--- src/rtl/systolic_deskew.sv ---
// systolic_deskew
//   Removes the column stagger from the bottom edge of the systolic array.
//   Column j of a row arrives j cycles after column 0; each column is delayed
//   so that all PORTS columns line up, and the aligned row is written into a
//   small FIFO that drains over a valid/ready interface.
//
// Ports
//   clk           clock, rising edge
//   rst_n         asynchronous active-low reset
//   in            skewed column data, column j at in[j*DATA_WIDTH +: DATA_WIDTH]
//   in_valid      marks column 0 of a row; column j follows j cycles later
//   out           aligned row at the FIFO head (0 after reset)
//   out_valid     FIFO non-empty
//   out_ready     consumer accepts out this cycle
//   count         FIFO occupancy, 0..FIFO_DEPTH
//   overflow      sticky flag, a row was dropped because the FIFO was full
//   clr_overflow  synchronous clear of overflow (a drop in the same cycle wins)
module systolic_deskew #(
  parameter int DATA_WIDTH = 32,
  parameter int PORTS      = 8,
  parameter int FIFO_DEPTH = 8
) (
  input  logic                             clk,
  input  logic                             rst_n,
  input  logic [PORTS*DATA_WIDTH-1:0]      in,
  input  logic                             in_valid,
  output logic [PORTS*DATA_WIDTH-1:0]      out,
  output logic                             out_valid,
  input  logic                             out_ready,
  output logic [$clog2(FIFO_DEPTH):0]      count,
  output logic                             overflow,
  input  logic                             clr_overflow
);

  localparam int AW = $clog2(FIFO_DEPTH);
  localparam int W  = PORTS * DATA_WIDTH;
  localparam logic [AW:0] DEPTH_C = (AW + 1)'(FIFO_DEPTH);

  logic [W-1:0] aligned;
  logic         vtail;

  // Column j needs PORTS-1-j stages so it lands together with the last
  // column, which is used straight from the input.
  for (genvar j = 0; j < PORTS; j++) begin : g_col
    if (j == PORTS - 1) begin : g_direct
      assign aligned[j*DATA_WIDTH +: DATA_WIDTH] = in[j*DATA_WIDTH +: DATA_WIDTH];
    end else begin : g_delay
      localparam int LEN = PORTS - 1 - j;
      logic [DATA_WIDTH-1:0] sr [LEN];

      always_ff @(posedge clk or negedge rst_n) begin
        if (!rst_n) begin
          for (int k = 0; k < LEN; k++) sr[k] <= '0;
        end else begin
          sr[0] <= in[j*DATA_WIDTH +: DATA_WIDTH];
          for (int k = 1; k < LEN; k++) sr[k] <= sr[k-1];
        end
      end

      assign aligned[j*DATA_WIDTH +: DATA_WIDTH] = sr[LEN-1];
    end
  end

  // in_valid travels alongside column 0, so it sees the same PORTS-1 stages.
  if (PORTS == 1) begin : g_vnone
    assign vtail = in_valid;
  end else begin : g_vpipe
    logic [PORTS-2:0] vp;

    always_ff @(posedge clk or negedge rst_n) begin
      if (!rst_n) begin
        vp <= '0;
      end else begin
        vp[0] <= in_valid;
        for (int k = 1; k <= PORTS - 2; k++) vp[k] <= vp[k-1];
      end
    end

    assign vtail = vp[PORTS-2];
  end

  logic [W-1:0]  mem [FIFO_DEPTH];
  logic [AW-1:0] wr_ptr;
  logic [AW-1:0] rd_ptr;
  logic [AW:0]   cnt;
  logic          ovf;
  logic          full;
  logic          pop;
  logic          push;
  logic          drop;

  assign full = (cnt == DEPTH_C);
  assign pop  = (cnt != '0) && out_ready;
  // A pop in the same cycle frees the slot, so a full FIFO still accepts.
  assign push = vtail && (!full || pop);
  assign drop = vtail && full && !pop;

  always_ff @(posedge clk or negedge rst_n) begin
    if (!rst_n) begin
      for (int i = 0; i < FIFO_DEPTH; i++) mem[i] <= '0;
    end else if (push) begin
      mem[wr_ptr] <= aligned;
    end
  end

  always_ff @(posedge clk or negedge rst_n) begin
    if (!rst_n) begin
      wr_ptr <= '0;
      rd_ptr <= '0;
      cnt    <= '0;
      ovf    <= 1'b0;
    end else begin
      if (push) wr_ptr <= wr_ptr + AW'(1);
      if (pop)  rd_ptr <= rd_ptr + AW'(1);
      case ({push, pop})
        2'b10:   cnt <= cnt + 1'b1;
        2'b01:   cnt <= cnt - 1'b1;
        default: cnt <= cnt;
      endcase
      if (drop)              ovf <= 1'b1;
      else if (clr_overflow) ovf <= 1'b0;
    end
  end

  assign out       = mem[rd_ptr];
  assign out_valid = (cnt != '0);
  assign count     = cnt;
  assign overflow  = ovf;

endmodule

--- config.mk ---
export PLATFORM = sky130hd
export DESIGN_NAME = systolic_deskew
export DESIGN_NICKNAME = d
export VERILOG_FILES = /design/src/rtl/systolic_deskew.sv
export SDC_FILE = /design/constraint.sdc
export NUM_CORES = 2
export LEC_CHECK = 0
export BUFFER_PORTS_ARGS = -buffer_cell sky130_fd_sc_hd__buf_2
export CAP_MARGIN = 20
export CELL_PAD_IN_SITES_DETAIL_PLACEMENT = 0
export CELL_PAD_IN_SITES_GLOBAL_PLACEMENT = 1
export CORE_MARGIN = 4
export CORE_UTILIZATION = 50
export CTS_BUF_LIST = sky130_fd_sc_hd__clkbuf_8 sky130_fd_sc_hd__clkbuf_16
export CTS_CLUSTER_SIZE = 8
export DETAILED_ROUTE_END_ITERATION = 8
export PLACE_DENSITY_LB_ADDON = 0.1
export SYNTH_ARGS = -nofsm -noshare
export SYNTH_HDL_FRONTEND = slang
export SYNTH_SLANG_ARGS = --single-unit
--- constraint.sdc ---
create_clock -name clk -period 7 [get_ports clk]
set_clock_uncertainty 0.2 [all_clocks]
set_input_delay 1.05 -clock clk [delete_from_list [all_inputs] [get_ports clk]]
set_output_delay 1.05 -clock clk [all_outputs]
set_load 0.01 [all_outputs]
-- Word-level counts from Yosys, hierarchy flattened
Index checks and enable logic that the tools add are counted.
- add/subtract/negate cells: 4
- multipliers: 0
- divide/modulo/power cells: 0
- order comparisons: 3
- equal/unequal tests: 3
- shift operators: 0
- mux-type cells: 9
- bitwise gates (word level): 2
- reduce and logical (&&, ||, !) cells: 11
- operators by type and width (operator ; number):
    $bwmux 2048 ; 1
    $bmux 256 s3 ; 1
    $demux 256 s3 ; 1
    $mux 256 ; 3
    $ge 4x4->1 const B ; 2
    $not 3->4 ; 2
    $pmux 4 s2 ; 1
    $add 3x1->3 const B ; 2
    $logic_and 1x1->1 ; 5
    $add 4x1->4 const B ; 1
    $eq 4x4->1 const B ; 1
    $lt 4x1->1 const B ; 1
    $reduce_bool 2->1 ; 2
    $reduce_bool 4->1 ; 1
    $sub 4x1->4 const B ; 1
    $eq 2x1->1 const B ; 1
    $eq 2x2->1 const B ; 1
    $logic_not 1->1 ; 2
    $mux 1 ; 2
    $logic_or 1x1->1 ; 1
- flip-flop bits (word level): 2962
- latch bits: 0
- RAM bits: 0
- bits in read-only memories: 0
- output and inout bits: 262
- word-level logic and storage cells: 73
- memories kept: 0

-- Logic depth before layout (Yosys ltp)
- depth in word-level cells: 6
- gate-level depth with buffers: 11

-- Least setup slack after synthesis
Ideal clock, no wire load.
- path kind: reg-to-output
- start point: register rd_ptr[0]
- end point: output out[100]
- data arrival time: 2.144 ns
- data required time: 5.750 ns
- path slack: 3.606 ns
- cell stages (with the launch flop): 6
- cell sequence: dfrtp_1 buf_2 clkbuf_1 buf_1 mux4_2 mux2_2
- word-level cells in the longest chain between the ends: 4
- RTL lines (element ; RTL line ; text):
    start: declaration ; 84 ; logic [AW-1:0] rd_ptr;
    start signal: assignment ; 114 ; if (pop) rd_ptr <= rd_ptr + AW'(1);
    $not 3->4 (implied by the code) ; 125 ; assign out = mem[rd_ptr];
    $bmux 256 s3 ; 125 ;
    $mux 256 (implied by the code) (2 in a row) ; 125 ;
    end: declaration ; 27 ; output logic [PORTS*DATA_WIDTH-1:0] out,
No other way between the ends. The select of a mux whose other input is x is not followed.

-- Worst setup path after layout
- start point: register rd_ptr[0]
- end point: output out[67]
The elaborated chain is that of the path after synthesis.

==> flow_summary.rst <==
.. list-table::
   :header-rows: 1

   * - Metric
     - Value
   * - Synth cell types
     - 30
   * - RSZ-0062 raised after global routing
     - no
   * - Clock network latency to the later pin of the worst-skew pair
     - 0.95 ns
   * - Root cell of the clock tree
     - sky130_fd_sc_hd__clkbuf_16
   * - Worst Path Max Fanout
     - 75
   * - Synthesis Warnings
     - 0
   * - Overall global routing resource usage
     - 21.7%
   * - Most instantiated flip-flop cell in the synthesis netlist
     - sky130_fd_sc_hd__dfrtp_1
   * - Reg-to-reg critical path startpoint
     - count[2]
   * - Depth of the worst hold-timing path
     - 1
   * - Boundary Pins
     - 523
   * - Start point of the worst hold path
     - in[138]
   * - Depth of the CTS H-tree
     - 5
   * - Post-detailed-routing wire length
     - 254 mm
   * - Share of synthesized area occupied by flip-flops and latches
     - 64.1%
   * - Highest ir drop seen on vdd
     - 0.405 mV
   * - Area of combinational cells with multiple inputs
     - 0.0394 mm2
   * - Sequential cell fraction of total power
     - 39.3%
   * - Floorplan core area
     - 0.230 mm2
   * - Dominant combinational cell family by area after synthesis
     - multiplexers
   * - Commonest non-fill, non-tap cells in the layout
     - sky130_fd_sc_hd__dfrtp_1, sky130_fd_sc_hd__mux2_2, sky130_fd_sc_hd__buf_2
   * - Area occupied by registers
     - 0.0741 mm2
   * - Syn Area/Cell
     - 18.6 um2
   * - Reg2reg end
     - mem[1697]
   * - Max-slew violation count
     - 0
   * - Proportion of synthesized area in mux cells
     - 33.8%
   * - Routability congestion estimate from global placement
     - 0.728
   * - Power share of the clock group
     - 25.4%
   * - Switching power as a share of total power
     - 29.5%
   * - Critical path capture point type
     - output pin
   * - Relative area change from synthesis to final layout
     - 16.2%
   * - Post-synth top area share
     - 64.1%
   * - Worst Path Class, Setup
     - reg2out
   * - Post-layout net count
     - 7,347
   * - Total leakage power
     - 60.3 nW
   * - Status
     - completed
   * - Clock slew at reported path FFs
     - 0.05 ns
   * - Clock buffer count from CTS
     - 420
   * - Count of flip-flops with a built-in enable after synthesis
     - 0
   * - Max capacitance violation total
     - 0
   * - Syn Nets
     - 6,466
   * - Total of endpoints with negative setup slack in the final report
     - 0
   * - Combinational group share of total power
     - 35.3%
   * - Upper clock frequency limit
     - 0.199 GHz
   * - Fraction of synthesized cell area in xor and xnor cells
     - 0.0682%
   * - Vertical extent of the die
     - 489 um
   * - Power, Total
     - 68.0 mW
   * - Vias
     - 56.8k
   * - Via-per-instance ratio
     - 5.60
   * - CTS Buffer Depth
     - 4
   * - Maximum number of pins on one net before global-route repair
     - 175
   * - Top cell type by total area after synthesis
     - sky130_fd_sc_hd__dfrtp_1
   * - Final number of hold-violating endpoints
     - 0
   * - Post-synthesis sequential element count
     - 2,962
   * - Setup total negative slack
     - 0 ns
   * - Fraction of the mapped netlist area in compound gates
     - 0.0379%
   * - Internal power component
     - 48.0 mW
   * - Sink of the worst hold path
     - g_col[4].g_delay.sr[74]
   * - Minimum clock period
     - 5.03 ns
   * - Remaining antenna violation count after routing
     - 0
   * - Fillers
     - 17.3k
   * - Commonest non-fill, non-tap cell in the layout
     - sky130_fd_sc_hd__dfrtp_1
   * - Wire length per cell
     - 25.1 um
   * - Initial Utilization
     - 50.3%
   * - Area share of and/or/nand/nor cells after synthesis
     - 0.125%
   * - TritonCTS Sinks
     - 2,962
   * - Worst Max-Slew Pin Slew
     - 1.06 ns
   * - Crit path launch type
     - flip-flop
   * - Wire length of the first global-routing pass
     - 397 mm
   * - Top area cells in the synthesized netlist
     - sky130_fd_sc_hd__dfrtp_1, sky130_fd_sc_hd__mux2_2, sky130_fd_sc_hd__mux4_2
   * - Power density normalized to cell area
     - 507 mW/mm2
   * - Class of the worst hold path
     - in2reg
   * - Combined area of all synthesized cells
     - 0.116 mm2
   * - Pre-CTS WS
     - 2.57 ns
   * - Arrival time reported for the critical path endpoint
     - 3.78 ns
   * - Worst r2r path cells
     - 7
   * - Switching power summed over all nets
     - 20.1 mW
   * - Required time of the worst setup path
     - 5.75 ns
   * - IO Port Bufs
     - 522
   * - Post-DP HPWL
     - 139 mm
   * - CTS tree
     - done
   * - Post-route DRC
     - 0
   * - Worst hold-check slack
     - 0.0635 ns
   * - Post-synthesis instance total
     - 6,200
   * - Width of the die
     - 489 um
   * - Area enclosed by the die boundary
     - 0.239 mm2
   * - First DRT Iteration DRCs
     - 2,366
   * - Worst-case register-to-register setup slack
     - 3.03 ns
   * - Overflow after GRT
     - 0
   * - Worst slew margin relative to its limit
     - 29.2%
   * - Fraction of the cycle the final worst path needs
     - 71.8%
   * - Min setup slack post-route
     - 1.97 ns
   * - Drt first pass iters
     - 6
   * - Ys async rst share
     - 100%
   * - Site row count
     - 176
   * - Share of post-route cells with drive strength above 1
     - 54.0%
   * - Antenna violations before repair
     - 36
   * - Post-synthesis adder-cell area fraction
     - 0.0541%
   * - Resized Gates After CTS
     - 0
   * - Number of global-route vias before repair
     - 64.2k
-- power by group through the flow --
stage,clock (mW),sequential [mW],combinational [mW]
2_1_floorplan,0,25.6,17.7
3_3_place_gp,0,26.6,23.9
6_report,17.3,26.8,24.0
3_5_place_dp,0,26.9,24.4
5_1_grt,18.5,27.5,25.8
4_1_cts,17.8,26.8,24.5
-- critical path, cell delays in order (launching register included) --
cell and delay (ns):
sky130_fd_sc_hd__dfrtp_4 1.03, sky130_fd_sc_hd__buf_12 0.56, sky130_fd_sc_hd__mux4_2 0.60, sky130_fd_sc_hd__mux2_2 0.31, sky130_fd_sc_hd__buf_2 0.15
-- Yosys cell counts (3+ instances only) --
| cell | instances |
|---|---|
| sky130_fd_sc_hd__dfrtp_1 | 2962 |
| sky130_fd_sc_hd__mux2_2 | 1826 |
| sky130_fd_sc_hd__mux4_2 | 512 |
| sky130_fd_sc_hd__mux2_4 | 420 |
| sky130_fd_sc_hd__buf_2 | 165 |
| sky130_fd_sc_hd__clkbuf_1 | 99 |
| sky130_fd_sc_hd__mux2_1 | 60 |
| sky130_fd_sc_hd__buf_6 | 56 |
| sky130_fd_sc_hd__buf_1 | 52 |
| sky130_fd_sc_hd__xnor2_1 | 6 |
| sky130_fd_sc_hd__ha_1 | 5 |
| sky130_fd_sc_hd__nand2_1 | 5 |
| sky130_fd_sc_hd__inv_1 | 4 |
| sky130_fd_sc_hd__nand2b_1 | 3 |
| sky130_fd_sc_hd__nand4b_1 | 3 |
| sky130_fd_sc_hd__nor2_1 | 3 |
| sky130_fd_sc_hd__xor2_1 | 3 |
-- layer usage --
layer	up-vias	share of wire (%)	global-route usage, %
li1	24300	-	-
met1	31000	44	30.0
met2	987	48	34.4
met3	489	4.7	4.68
met4	12	3.2	7.13
met5	-	0.022	0
-- stage by stage --
step | area [um2] | util [%] | std cells
5_1_grt | 134000 | 58.4 | 10100
6_report | 134000 | 58.4 | 10100
3_3_place_gp | 121000 | 52.8 | 9486
4_1_cts | 134000 | 58.4 | 10100
2_1_floorplan | 116000 | - | 6200
3_5_place_dp | 121000 | 52.8 | 9486
-- logic make-up (layout without fill, tap and decap cells) --
group | Yosys count | in the layout
AND/OR/NAND/NOR | 23 | 23
XOR/XNOR | 9 | 9
AO/OA/AOI/OAI | 6 | 6
buffers and inverters | 377 | 1275
multiplexers | 2818 | 2818
other | 0 | 15
adder cells (fa/ha/maj) | 5 | 5
flip-flops | 2962 | 2962
-- sequential cells by signal, summed over array words and instances, names as in the netlist --
| signal | cells |
|---|---|
| rd_ptr | 3 |
| wr_ptr | 3 |
| mem | 2048 |
| aligned | 192 |
| g_vpipe.vp | 7 |
| count | 4 |
| overflow | 1 |
| g_col.g_delay.sr | 704 |
-- worst max-delay path by stage --
| stage | cells past startpoint | from | slack [ns] | endpoint |
|---|---|---|---|---|
| 6_report | 4 | rd_ptr[0] | 1.97 | out[67] |
| 5_1_grt | 4 | rd_ptr[0] | 1.73 | out[67] |
| 4_1_cts | 4 | rd_ptr[0] | 1.84 | out[67] |
| 3_5_place_dp | 8 | out_ready | 2.57 | mem[1697] |
| 3_3_place_gp | 8 | out_ready | 2.58 | mem[1745] |
| 2_1_floorplan | 5 | rd_ptr[0] | 3.61 | out[100] |
-- timing repair --
item                                   CTS  global route
endpoints found under the hold margin  244             0
buffers inserted                         0             0
hold buffers                           198             0
-- area by class of cell --
class	instances	area share, %
clock inverter	15	0.131
inverter	5	0.0140
tap	3026	2.82
antenna	15	0.0280
sequential	2962	55.2
timing repair buffer	831	4.56
clock buffer	424	7.89
multi-input combinational	2861	29.4
(Power assumes the default switching activity.)
